<file path="src/rtl/lsu_pkg.sv">
// lsu_pkg: shared types for the load/store memory stage.
//   state_e   - FSM states of lsu_mem (IDLE, REQ, WAIT_RSP)
//   op_e      - decoded execute-stage operation (NOP, LOAD, STORE)
//   decode_op - priority decode of the execute-stage control bits
package lsu_pkg;

  localparam int unsigned TAG_W = 5;

  typedef enum logic [1:0] {
    S_IDLE     = 2'd0,
    S_REQ      = 2'd1,
    S_WAIT_RSP = 2'd2
  } state_e;

  typedef enum logic [1:0] {
    OP_NOP   = 2'd0,
    OP_LOAD  = 2'd1,
    OP_STORE = 2'd2
  } op_e;

  // NOP wins over LOAD, LOAD wins over STORE; nothing enabled is a NOP.
  function automatic op_e decode_op(input logic is_nop, input logic is_load,
                                    input logic wr_en);
    op_e op;
    op = OP_NOP;
    if (is_nop) begin
      op = OP_NOP;
    end else if (is_load) begin
      op = OP_LOAD;
    end else if (wr_en) begin
      op = OP_STORE;
    end
    return op;
  endfunction

endpackage

</file>
<file path="src/rtl/lsu_mem.sv">
// lsu_mem: single-outstanding load/store stage between execute and memory.
// Ports:
//   clk, rst_n                      clock, async active-low reset
//   in_valid/in_ready               execute handshake (ready only in IDLE)
//   is_load, is_nop, wr_en          operation control bits
//   rd_addr, wr_addr, wr_data       load address, store address and data
//   rd_tag                          load destination register
//   flush                           synchronous pipeline flush
//   mem_req_valid/mem_req_ready     memory request handshake
//   mem_we, mem_addr, mem_wdata     request payload (zero when not valid)
//   mem_rsp_valid, mem_rdata        load response
//   wb_valid, wb_rd, wb_data        one-cycle load writeback
//   misalign                        one-cycle misaligned-access pulse
module lsu_mem
  import lsu_pkg::*;
#(
  parameter int unsigned ADDR_W = 32,
  parameter int unsigned DATA_W = 32
) (
  input  logic              clk,
  input  logic              rst_n,
  input  logic              in_valid,
  output logic              in_ready,
  input  logic              is_load,
  input  logic              is_nop,
  input  logic [ADDR_W-1:0] rd_addr,
  input  logic [ADDR_W-1:0] wr_addr,
  input  logic [DATA_W-1:0] wr_data,
  input  logic              wr_en,
  input  logic [TAG_W-1:0]  rd_tag,
  input  logic              flush,
  output logic              mem_req_valid,
  input  logic              mem_req_ready,
  output logic              mem_we,
  output logic [ADDR_W-1:0] mem_addr,
  output logic [DATA_W-1:0] mem_wdata,
  input  logic              mem_rsp_valid,
  input  logic [DATA_W-1:0] mem_rdata,
  output logic              wb_valid,
  output logic [TAG_W-1:0]  wb_rd,
  output logic [DATA_W-1:0] wb_data,
  output logic              misalign
);

  state_e              state_q, state_d;
  logic                discard_q, discard_d;
  logic [TAG_W-1:0]    tag_q, tag_d;
  logic                req_valid_q, req_valid_d;
  logic                req_we_q, req_we_d;
  logic [ADDR_W-1:0]   req_addr_q, req_addr_d;
  logic [DATA_W-1:0]   req_wdata_q, req_wdata_d;
  logic                wb_valid_q, wb_valid_d;
  logic [TAG_W-1:0]    wb_rd_q, wb_rd_d;
  logic [DATA_W-1:0]   wb_data_q, wb_data_d;
  logic                misalign_q, misalign_d;
  op_e                 op;
  logic [ADDR_W-1:0]   acc_addr;

  // Next-state and registered-output logic.
  always_comb begin
    state_d     = state_q;
    discard_d   = discard_q;
    tag_d       = tag_q;
    req_valid_d = req_valid_q;
    req_we_d    = req_we_q;
    req_addr_d  = req_addr_q;
    req_wdata_d = req_wdata_q;
    wb_valid_d  = 1'b0;
    wb_rd_d     = '0;
    wb_data_d   = '0;
    misalign_d  = 1'b0;
    op          = decode_op(is_nop, is_load, wr_en);
    acc_addr    = (op == OP_LOAD) ? rd_addr : wr_addr;

    unique case (state_q)
      S_IDLE: begin
        // A flush cycle swallows whatever execute presents.
        if (in_valid && !flush && (op != OP_NOP)) begin
          if (acc_addr[1:0] != 2'b00) begin
            misalign_d = 1'b1;
          end else begin
            state_d     = S_REQ;
            req_valid_d = 1'b1;
            req_we_d    = (op == OP_STORE);
            req_addr_d  = acc_addr;
            req_wdata_d = wr_data;
            tag_d       = rd_tag;
            discard_d   = 1'b0;
          end
        end
      end
      S_REQ: begin
        // Once memory has taken the request it is committed; a coincident
        // flush only suppresses the load writeback.
        if (mem_req_ready) begin
          req_valid_d = 1'b0;
          req_we_d    = 1'b0;
          req_addr_d  = '0;
          req_wdata_d = '0;
          if (req_we_q) begin
            state_d = S_IDLE;
          end else begin
            state_d   = S_WAIT_RSP;
            discard_d = flush;
          end
        end else if (flush) begin
          req_valid_d = 1'b0;
          req_we_d    = 1'b0;
          req_addr_d  = '0;
          req_wdata_d = '0;
          state_d     = S_IDLE;
        end
      end
      S_WAIT_RSP: begin
        if (flush) begin
          discard_d = 1'b1;
        end
        if (mem_rsp_valid) begin
          state_d   = S_IDLE;
          discard_d = 1'b0;
          if (!discard_q && !flush) begin
            wb_valid_d = 1'b1;
            wb_rd_d    = tag_q;
            wb_data_d  = mem_rdata;
          end
        end
      end
      default: begin
        state_d = S_IDLE;
      end
    endcase
  end

  // State and output registers.
  always_ff @(posedge clk or negedge rst_n) begin
    if (!rst_n) begin
      state_q     <= S_IDLE;
      discard_q   <= 1'b0;
      tag_q       <= '0;
      req_valid_q <= 1'b0;
      req_we_q    <= 1'b0;
      req_addr_q  <= '0;
      req_wdata_q <= '0;
      wb_valid_q  <= 1'b0;
      wb_rd_q     <= '0;
      wb_data_q   <= '0;
      misalign_q  <= 1'b0;
    end else begin
      state_q     <= state_d;
      discard_q   <= discard_d;
      tag_q       <= tag_d;
      req_valid_q <= req_valid_d;
      req_we_q    <= req_we_d;
      req_addr_q  <= req_addr_d;
      req_wdata_q <= req_wdata_d;
      wb_valid_q  <= wb_valid_d;
      wb_rd_q     <= wb_rd_d;
      wb_data_q   <= wb_data_d;
      misalign_q  <= misalign_d;
    end
  end

  // in_ready is a pure decode of the state flop.
  assign in_ready      = (state_q == S_IDLE);
  assign mem_req_valid = req_valid_q;
  assign mem_we        = req_we_q;
  assign mem_addr      = req_addr_q;
  assign mem_wdata     = req_wdata_q;
  assign wb_valid      = wb_valid_q;
  assign wb_rd         = wb_rd_q;
  assign wb_data       = wb_data_q;
  assign misalign      = misalign_q;

endmodule

</file>
<file path="config.mk">
export PLATFORM = sky130hd
export DESIGN_NAME = lsu_mem
export DESIGN_NICKNAME = d
export VERILOG_FILES = /design/src/rtl/lsu_pkg.sv /design/src/rtl/lsu_mem.sv
export SDC_FILE = /design/constraint.sdc
export NUM_CORES = 1
export LEC_CHECK = 0
export ABC_CLOCK_PERIOD_IN_PS = 1700
export CELL_PAD_IN_SITES_DETAIL_PLACEMENT = 1
export CELL_PAD_IN_SITES_GLOBAL_PLACEMENT = 1
export CORE_ASPECT_RATIO = 1.4
export CORE_MARGIN = 2
export CORE_UTILIZATION = 28
export CTS_CLUSTER_SIZE = 16
export DETAILED_ROUTE_END_ITERATION = 10
export HOLD_SLACK_MARGIN = 0.12
export PLACE_DENSITY = 0.79
export SETUP_SLACK_MARGIN = 0.02
export SLEW_MARGIN = 20
export SYNTH_ARGS = -nofsm -noshare
export SYNTH_HDL_FRONTEND = slang
export SYNTH_SLANG_ARGS = --single-unit
</file>
<file path="constraint.sdc">
create_clock -name clk -period 1.7 [get_ports clk]
set_input_delay 0.34 -clock clk [delete_from_list [all_inputs] [get_ports clk]]
set_output_delay 0.34 -clock clk [all_outputs]
set_load 0.005 [all_outputs]
</file>
After elaboration in Yosys (flattened, before gate mapping)
Cells that the tools add are included.
Cells by class
  equality and inequality tests: 11
  multiplexer cells: 46
  bitwise operators: 1
  reductions and logical operators: 14
Operators with widths (count)
  32-bit two-way mux: 10
  32-bit one-hot mux with 2 select lines: 2
  1-bit two-way mux: 18
  2-bit two-way mux: 9
  5-bit two-way mux: 3
  2-bit != test (second input constant): 4
  4-bit AND reduction: 2
  3-bit != test (second input constant): 2
  2-bit one-hot mux with 3 select lines: 1
  6-bit AND reduction: 1
  2-bit nonzero test: 3
  2-bit by 1-bit equality test with 1-bit output (second input constant): 2
  2-bit equality test (second input constant): 2
  1-bit one-hot mux with 2 select lines: 2
  1-bit logical AND: 3
  1-bit one-hot mux with 3 select lines: 1
  3-bit AND reduction: 1
  3-bit nonzero test: 1
  1-bit logical NOT: 2
  2-bit logical NOT: 1
  2-bit by 1-bit != test with 1-bit output (second input constant): 1
  1-bit inverter: 1
Storage, ports and cells
  register bits after elaboration: 113
  bits of input ports: 142
  output and inout port bits: 106
  word-level logic and storage cells: 83

Depth between registers and ports, before layout
Gate-level depths: netlist (run 1).
  depth in word-level cells: 9
  gate-level depth with buffers: 9
  depth with buffers taken out: 6

Worst setup path after synthesis (run 1)
Ideal clock, no wire load.
  kind: register to register
  start: register state_q[0]
  end: register tag_q[0]
  setup time: 125 ps
  arrival time: 1678 ps
  required time: 1575 ps
  path slack: -103 ps
  stages on the path, launching flop included: 6
  buffers on the path: 1
  clock period less this slack: 1803 ps
  cell sequence: dfrtp_1 inv_1 ha_1 clkbuf_1 nor3b_2 mux2_2
Between the ends
  cells in the longest elaborated chain, start to end: 2
RTL lines
  from (decl): RTL line lsu_mem.sv:45  | state_e state_q, state_d;
  from (signal assigned): RTL line lsu_mem.sv:149  | state_q <= state_d;
  2-bit logical NOT
  net in_ready: RTL line lsu_mem.sv:23  | output logic in_ready,
  3-bit AND reduction (no source line)
  to (signal assigned): RTL line lsu_mem.sv:151  | tag_q <= tag_d;
  to (decl): RTL line lsu_mem.sv:47  | logic [TAG_W-1:0] tag_q, tag_d;
The timed path passes the listed nets, and every way through them passes these cells.
A chain may end at the register's enable or synchronous reset.

Worst setup path in the final report (run 1)
  start: input is_nop
  end: register req_addr_q[21], in the netlist mem_addr[21]
Between the ends
  cells in the longest elaborated chain, start to end: 6
  elaborated cells between the ends (all ways): 12
  those cells by class: 3 x eq/ne; 5 x mux; 4 x reduce/logical
RTL lines
  from (decl): RTL line lsu_mem.sv:25  | input logic is_nop,
  2-bit two-way mux (*): RTL line lsu_pkg.sv:26  | if (is_nop) begin
  2-bit by 1-bit equality test with 1-bit output: RTL line lsu_mem.sv:73  | acc_addr = (op == OP_LOAD) ? rd_addr : wr_addr;
  32-bit two-way mux: RTL line lsu_mem.sv:73
  2-bit nonzero test or 32-bit two-way mux (tied branches): RTL line lsu_mem.sv:79  | if (acc_addr[1:0] != 2'b00) begin
  2-bit != test (no source line) or 32-bit two-way mux (tied branches)
  4-bit AND reduction (no source line) or 32-bit one-hot mux with 2 select lines (tied branches)
  to (signal assigned): RTL line lsu_mem.sv:154  | req_addr_q <= req_addr_d;
  to (decl): RTL line lsu_mem.sv:50  | logic [ADDR_W-1:0] req_addr_q, req_addr_d;
Every way passes the cells marked *; elsewhere a longest branch is shown, timed or not. The select of a mux whose other input is x is not followed.

==> metrics, run 1 <==
Synth area leader dfrtp_1; die width 122 um; CTS root buf clkbuf_16; RePlAce Congestion 0.799; clk_lat worst skew 410 ps; # fillers 1,997; total track usage 0.197; count of unique library cells instantiated by Yosys 34; most common cell in the netlist dfrtp_1; Synth Instances 494; worst setup margin 30.2 ps; share of cells above drive strength 1 0.218; Longest Clk Path Bufs 2; antenna violations before repair 0; I/O pin count 248; Synth async-reset ratio 1.00; Core Box Area 0.0191 mm^2; Lkg Pwr 4.75 nW; Residual DRC 0; DR pass1 iterations 4; fmax 599 MHz; global route overflow 0; sequential area share after synthesis 0.521; CTS clock-pin slew for the worst setup and hold paths 60 ps; sequential power share 0.300; outcome completed; RSZ-0062 raised after global routing yes; total number of vias 5,172; cell area after synthesis 0.00543 mm^2; Initial DRC Count 193; height of the die 169 um; Hold Path Class input pin to async pin; Post-DP HPWL 14,000 um; post-route clock period utilization 0.982; Final ANT Viol Nets 0; EDFF count, synth 0; Logic pwr share 0.430; warnings from Yosys 0; synthesis-to-layout area growth 81.5%; worst rel slew slack 0.646; CTS tree done; vias in the first global route 5,874; Top FF cell, synth dfrtp_1; CTS sink cnt 113; Power Density 1370 mW/mm^2; measured slew at the worst slew-check pin 531 ps; Synth top area share 0.521; # diodes 0; Startpoint Class input pin; syn avg cell area 11.0 um^2; Critical Path Fanout Max 19; pin count of the biggest net entering global routing 62; Int Pwr 0.00888 W; fin area 0.00986 mm^2; most area-consuming cells after synthesis dfrtp_1 52%, o311ai_2 9.3%, nand3_1 8.7%, mux2i_1 5.7%, nand4b_1 5.0%; Sw Ratio 0.344; final hold vios 0; num rows 60; clock share of power 0.270; vias per inst 4.94; # Max-Cap Violations 0; fin nets 931; worst slack, placed -609 ps; Final setup viols 0; post-layout min period 1670 ps; WP data required 1980 ps; Initial Utilization 0.284; syn_nets 640; Worst EP arrival 1940 ps; Worst VDD drop 893 uV; R2R Setup Slk 40 ps; critical path class input pin to flip-flop; Switching Power 0.00466 W; post-route clock skew 6.20 ps; Buffers on Ports 247; commonest cells in the netlist 113 x dfrtp_1, 94 x nand3_1, 67 x nand2_1, 39 x and2_1, 33 x clkbuf_1; Fin Hold WS 296 ps; Post-DP Area 0.00842 mm^2; #FFs+latches synth 113; Die ar. 0.0205 mm^2; Crit. End Element flip-flop; max-slew violation count 0; WL/cell 19.5 um; final WL 20,400 um; Num CTS Buffers 17; # H-tree levels 4; first-pass GRT wire length 31,300 um
## final timing paths
path	end	from	cells past startpoint
max reg2reg	mem_addr[10]	state_q[0]	5
max	mem_addr[21]	is_nop	8
min	wb_data[30]	rst_n	2
min reg2reg	wb_rd[0]	tag_q[0]	1
max in group asynchronous	mem_addr[12]	rst_n	3
min in group clk	wb_data[22]	mem_rdata[22]	2
## cell usage in the layout (no fill, tap or decap), drive strengths merged, types with 6 or more instances in the layout
cell and n:
mux2i 32, and2 39, mux2 6, nand2 67, dlymetal6s2s 30, dlygate4sd2 24
buf 70, clkbuf 20, nand4b 31, o311ai 31, clkdlybuf4s50 187, dfrtp 113
inv 8, nand3 94
## per-layer routing
metal  up-vias  global-route usage  part of all wire
li1       2352                   -                 -
met1      2598               0.208              0.36
met2       189               0.377              0.56
met3        33              0.0418             0.050
met4         0              0.0765             0.025
met5         -                   0                 0
## what timing repair did
action,CTS,global route
buffers inserted,19,13
hold endpoints to repair,113,0
cloned,7,1
endpoints found under the setup margin,101,102
pin swaps,10,10
gates resized for setup,79,49
hold buffers,1,0
## layout make-up
class / count / area [um^2] / area share
Sequential cell: 113 / 2830 / 0.287
Clock buffer: 18 / 429 / 0.0435
Clock inverter: 14 / 180 / 0.0183
Multi-Input combinational cell: 332 / 2720 / 0.276
Tap cell: 248 / 310 / 0.0315
Timing Repair Buffer: 317 / 3370 / 0.342
Inverter: 4 / 15.0 / 0.00152
## kinds of logic (layout without fill, tap and decap cells)
| group | count (synthesis) | count (layout) | synth area share |
|---|---|---|---|
| AOI/OAI and AO/OA | 42 | 42 | 0.106 |
| DFF | 113 | 113 | 0.521 |
| buffers and inverters | 50 | 353 | 0.0461 |
| adders and majority gates | 4 | 4 | 0.00921 |
| and+or+nand+nor | 247 | 248 | 0.246 |
| muxes | 38 | 38 | 0.0721 |
## critical path, cell delays in order
cell and delay, ps:
clkdlybuf4s15_2 230, or3_4 410, or2_4 290, buf_6 140, buf_4 140, buf_12 150, nand3_1 130, o311ai_4 110
## power by group through the flow
stage,logic [W],registers (W),clock network [W]
after detailed placement,0.00509,0.00414,0
after floorplan,0.00229,0.00405,0
after CTS,0.00546,0.00409,0.00376
after global placement,0.00483,0.00408,0
final,0.00582,0.00406,0.00366
after global routing,0.00627,0.00416,0.00391
## state kept, by name, summed over array words and instances, names as in the netlist, 2 cells and up
signal and count:
tag_q 5, wb_rd 5, state_q 2, mem_addr 32, wb_data 32, mem_wdata 32
## through the flow
stage	std cells	utilization	setup TNS [ps]	power, W
global placement	975	0.440	-36630	0.00891
floorplan	494	-	0	0.00634
detailed placement	975	0.440	-39710	0.00923
CTS	1034	0.501	0	0.0133
global route	1046	0.515	-7.08	0.0143
finish	1046	0.515	0	0.0135
No activity file was read; power rests on OpenSTA's default activity.
==> run 2, diff against run 1 <==
ABC_CLOCK_PERIOD_IN_PS = 1400   (was 1700)
CORE_UTILIZATION = 29   (was 28)
CTS_BUF_LIST = sky130_fd_sc_hd__clkbuf_4   (was default)
PLACE_DENSITY = 0.81   (was 0.79)
clock period = 1.4 ns   (was 1.7 ns; I/O delays follow)
==> run 2 against run 1 <==
Die area down 3.3%. Core utilization up 4.5 points. The flow now finishes with violations (setup timing). Worst hold slack better by 2.9 ps. Critical path depth up 1.
==> metrics, run 2 (same netlist as run 1, synthesis figures left out) <==
Int Pwr 0.0108 W (+21%); CTS tree done; first-pass GRT wire length 35,300 um (+13%); Crit-path slowest cell dfrtp_1; failing checks setup timing; worst setup margin -271 ps (-301 ps); measured slew at the worst slew-check pin 469 ps (-61.3 ps); worst rel slew slack 0.687 (+0.0409); share of cells above drive strength 1 0.516 (+0.298); Logic pwr share 0.591 (+0.161); Hold Path Class input pin to flip-flop; Initial Utilization 0.294 (+0.0106); post-layout min period 1670 ps; post-route clock period utilization 1.19; Critical Path Fanout Max 6 (-13); routing usage on met3 0.0508 (+0.00905); most frequent CP cell buf_6; height of the die 166 um (-1.7%); Initial DRC Count 240 (+24%); Worst VDD drop 640 uV (-28%); vias in the first global route 6,223 (+5.9%); CTS sink cnt 113 (unchanged); Residual DRC 0 (unchanged); Hold Crit Start mem_rdata[5]; Die ar. 0.0199 mm^2 (-3.3%); met2 track demand over resource 0.442 (+0.0648); Switching Power 0.00685 W (+47%); final WL 25,200 um (+24%); CP max stage delay 410 ps (about the same); RSZ-0062 raised after global routing yes; I/O pin count 248 (unchanged); commonest cells after routing, fill and taps aside 135 x clkdlybuf4s50_1, 112 x dfrtp_1, 105 x buf_4, 98 x buf_2, 63 x nand3_1; final hold vios 0 (unchanged); Sw Ratio 0.389 (+0.0444); Longest Clk Path Bufs 2 (unchanged); post-route clock skew 12.4 ps (+6.18 ps); CP Launch Point state_q[0]; CTS root buf clkbuf_4; pin count of the biggest net entering global routing 79 (+27%); critical path class flip-flop to flip-flop; sequential power share 0.274 (-0.026); Crit. End Element flip-flop; total power 0.0176 W (+30%); commonest non-fill, non-tap cell in the layout clkdlybuf4s50_1; Buffers on Ports 247 (unchanged); Num CTS Buffers 17 (unchanged); Final ANT Viol Nets 0 (unchanged); Startpoint Class flip-flop; fmax 598 MHz; clock share of power 0.135 (-0.135); global route overflow 0 (unchanged); Cell Count, Final, Fillers Out 1,129 (+7.9%); # H-tree levels 4 (unchanged); RePlAce Congestion 0.799 (about the same); CTS clock-pin slew for the worst setup and hold paths 110 ps (+50 ps); Lkg Pwr 5.38 nW (+13%); Worst EP arrival 2090 ps (+150 ps); DR pass1 iterations 4 (unchanged); synthesis-to-layout area growth 90.2%; vias per inst 5.05 (+2.2%); Core Box Area 0.0185 mm^2 (-3.6%); WP data required 1820 ps (-160 ps); antenna violations before repair 1 (+1); cell breakdown of the critical path inv_2 -> ha_4 -> buf_6 -> buf_6 -> o21ai_4 -> buf_12 -> clkbuf_16 -> nand2_2 -> o311ai_2; grt met1 use 0.241 (+0.0337); total track usage 0.232 (+0.0348); outcome finished with violations; Final Util 0.560 (+0.0448); placed insts 977 (+0.21%); Power Density 1710 mW/mm^2 (+24%); Post-DP HPWL 14,300 um (+2.1%); # Max-Cap Violations 0 (unchanged); Final setup viols 114 (+114); Worst R2R Start state_q[0]; die width 120 um (-1.7%); max-slew violation count 0 (unchanged); WL/cell 22.3 um (+15%); fin nets 1,018 (+9.3%); Fin Hold WS 299 ps (+2.86 ps); total number of vias 5,705 (+10%); num rows 59 (-1.7%); clk_lat worst skew 530 ps (+120 ps); busiest grt layer met2
==> run 2: through the flow <==
step	worst slack [ps]	TNS, ps	instance area [um^2]
final	-271	-24890	10300
after CTS	-217	-15510	9250
after global placement	-821	-62640	8450
after detailed placement	-901	-68240	8450
after global routing	-330	-32510	10300
after floorplan	-228	-13700	5490
==> run 2: final timing paths <==
path	to	slack, ps	cells past startpoint
max	mem_addr[8]	-270	9
min	wb_data[5]	300	2
max reg2reg	mem_addr[8]	-270	9
min reg2reg	mem_addr[1]	490	1
max in group asynchronous	mem_wdata[9]	680	3
min in group asynchronous	wb_valid	320	3
==> run 2: per-layer routing <==
layer,wire (um),share of wire
met4,870,0.035
met1,9120,0.36
met2,14200,0.56
met5,0,0
met3,1060,0.042
==> run 2: power by group through the flow <==
stage	clock network, W	logic [W]	registers (W)
4_1_cts	0.00243	0.00812	0.00476
5_1_grt	0.00258	0.0110	0.00493
3_5_place_dp	0	0.00636	0.00501
3_3_place_gp	0	0.00604	0.00496
2_1_floorplan	0	0.00284	0.00492
6_report	0.00237	0.0104	0.00483
==> run 2: worst max-delay path, delay by kind of cell (launching register included) <==
kind / cells / cell delay [ps]
AND/OR/NAND/NOR: 1 / 60
AO/OA/AOI/OAI: 2 / 250
adder cells (fa/ha/maj): 1 / 180
buffers and inverters: 5 / 660
flip-flops: 1 / 410
==> run 2: repair_timing <==
item                                   in CTS  in global routing
gates cloned                               12                 12
resized for setup                         496                152
pin swaps                                   8                 65
buffers inserted                           65                 33
endpoints found under the hold margin     113                  0
hold buffers                                1                  0
setup endpoints to repair                 219                219
==> run 2: final cells by class <==
type / count / area (um^2)
sequential: 113 / 2830
inverter: 4 / 15.0
tap: 244 / 305
antenna: 2 / 5.00
multi-input combinational: 332 / 3140
fill: 1999 / 8130
timing repair buffer: 404 / 3780
clock buffer: 18 / 135
clock inverter: 12 / 119
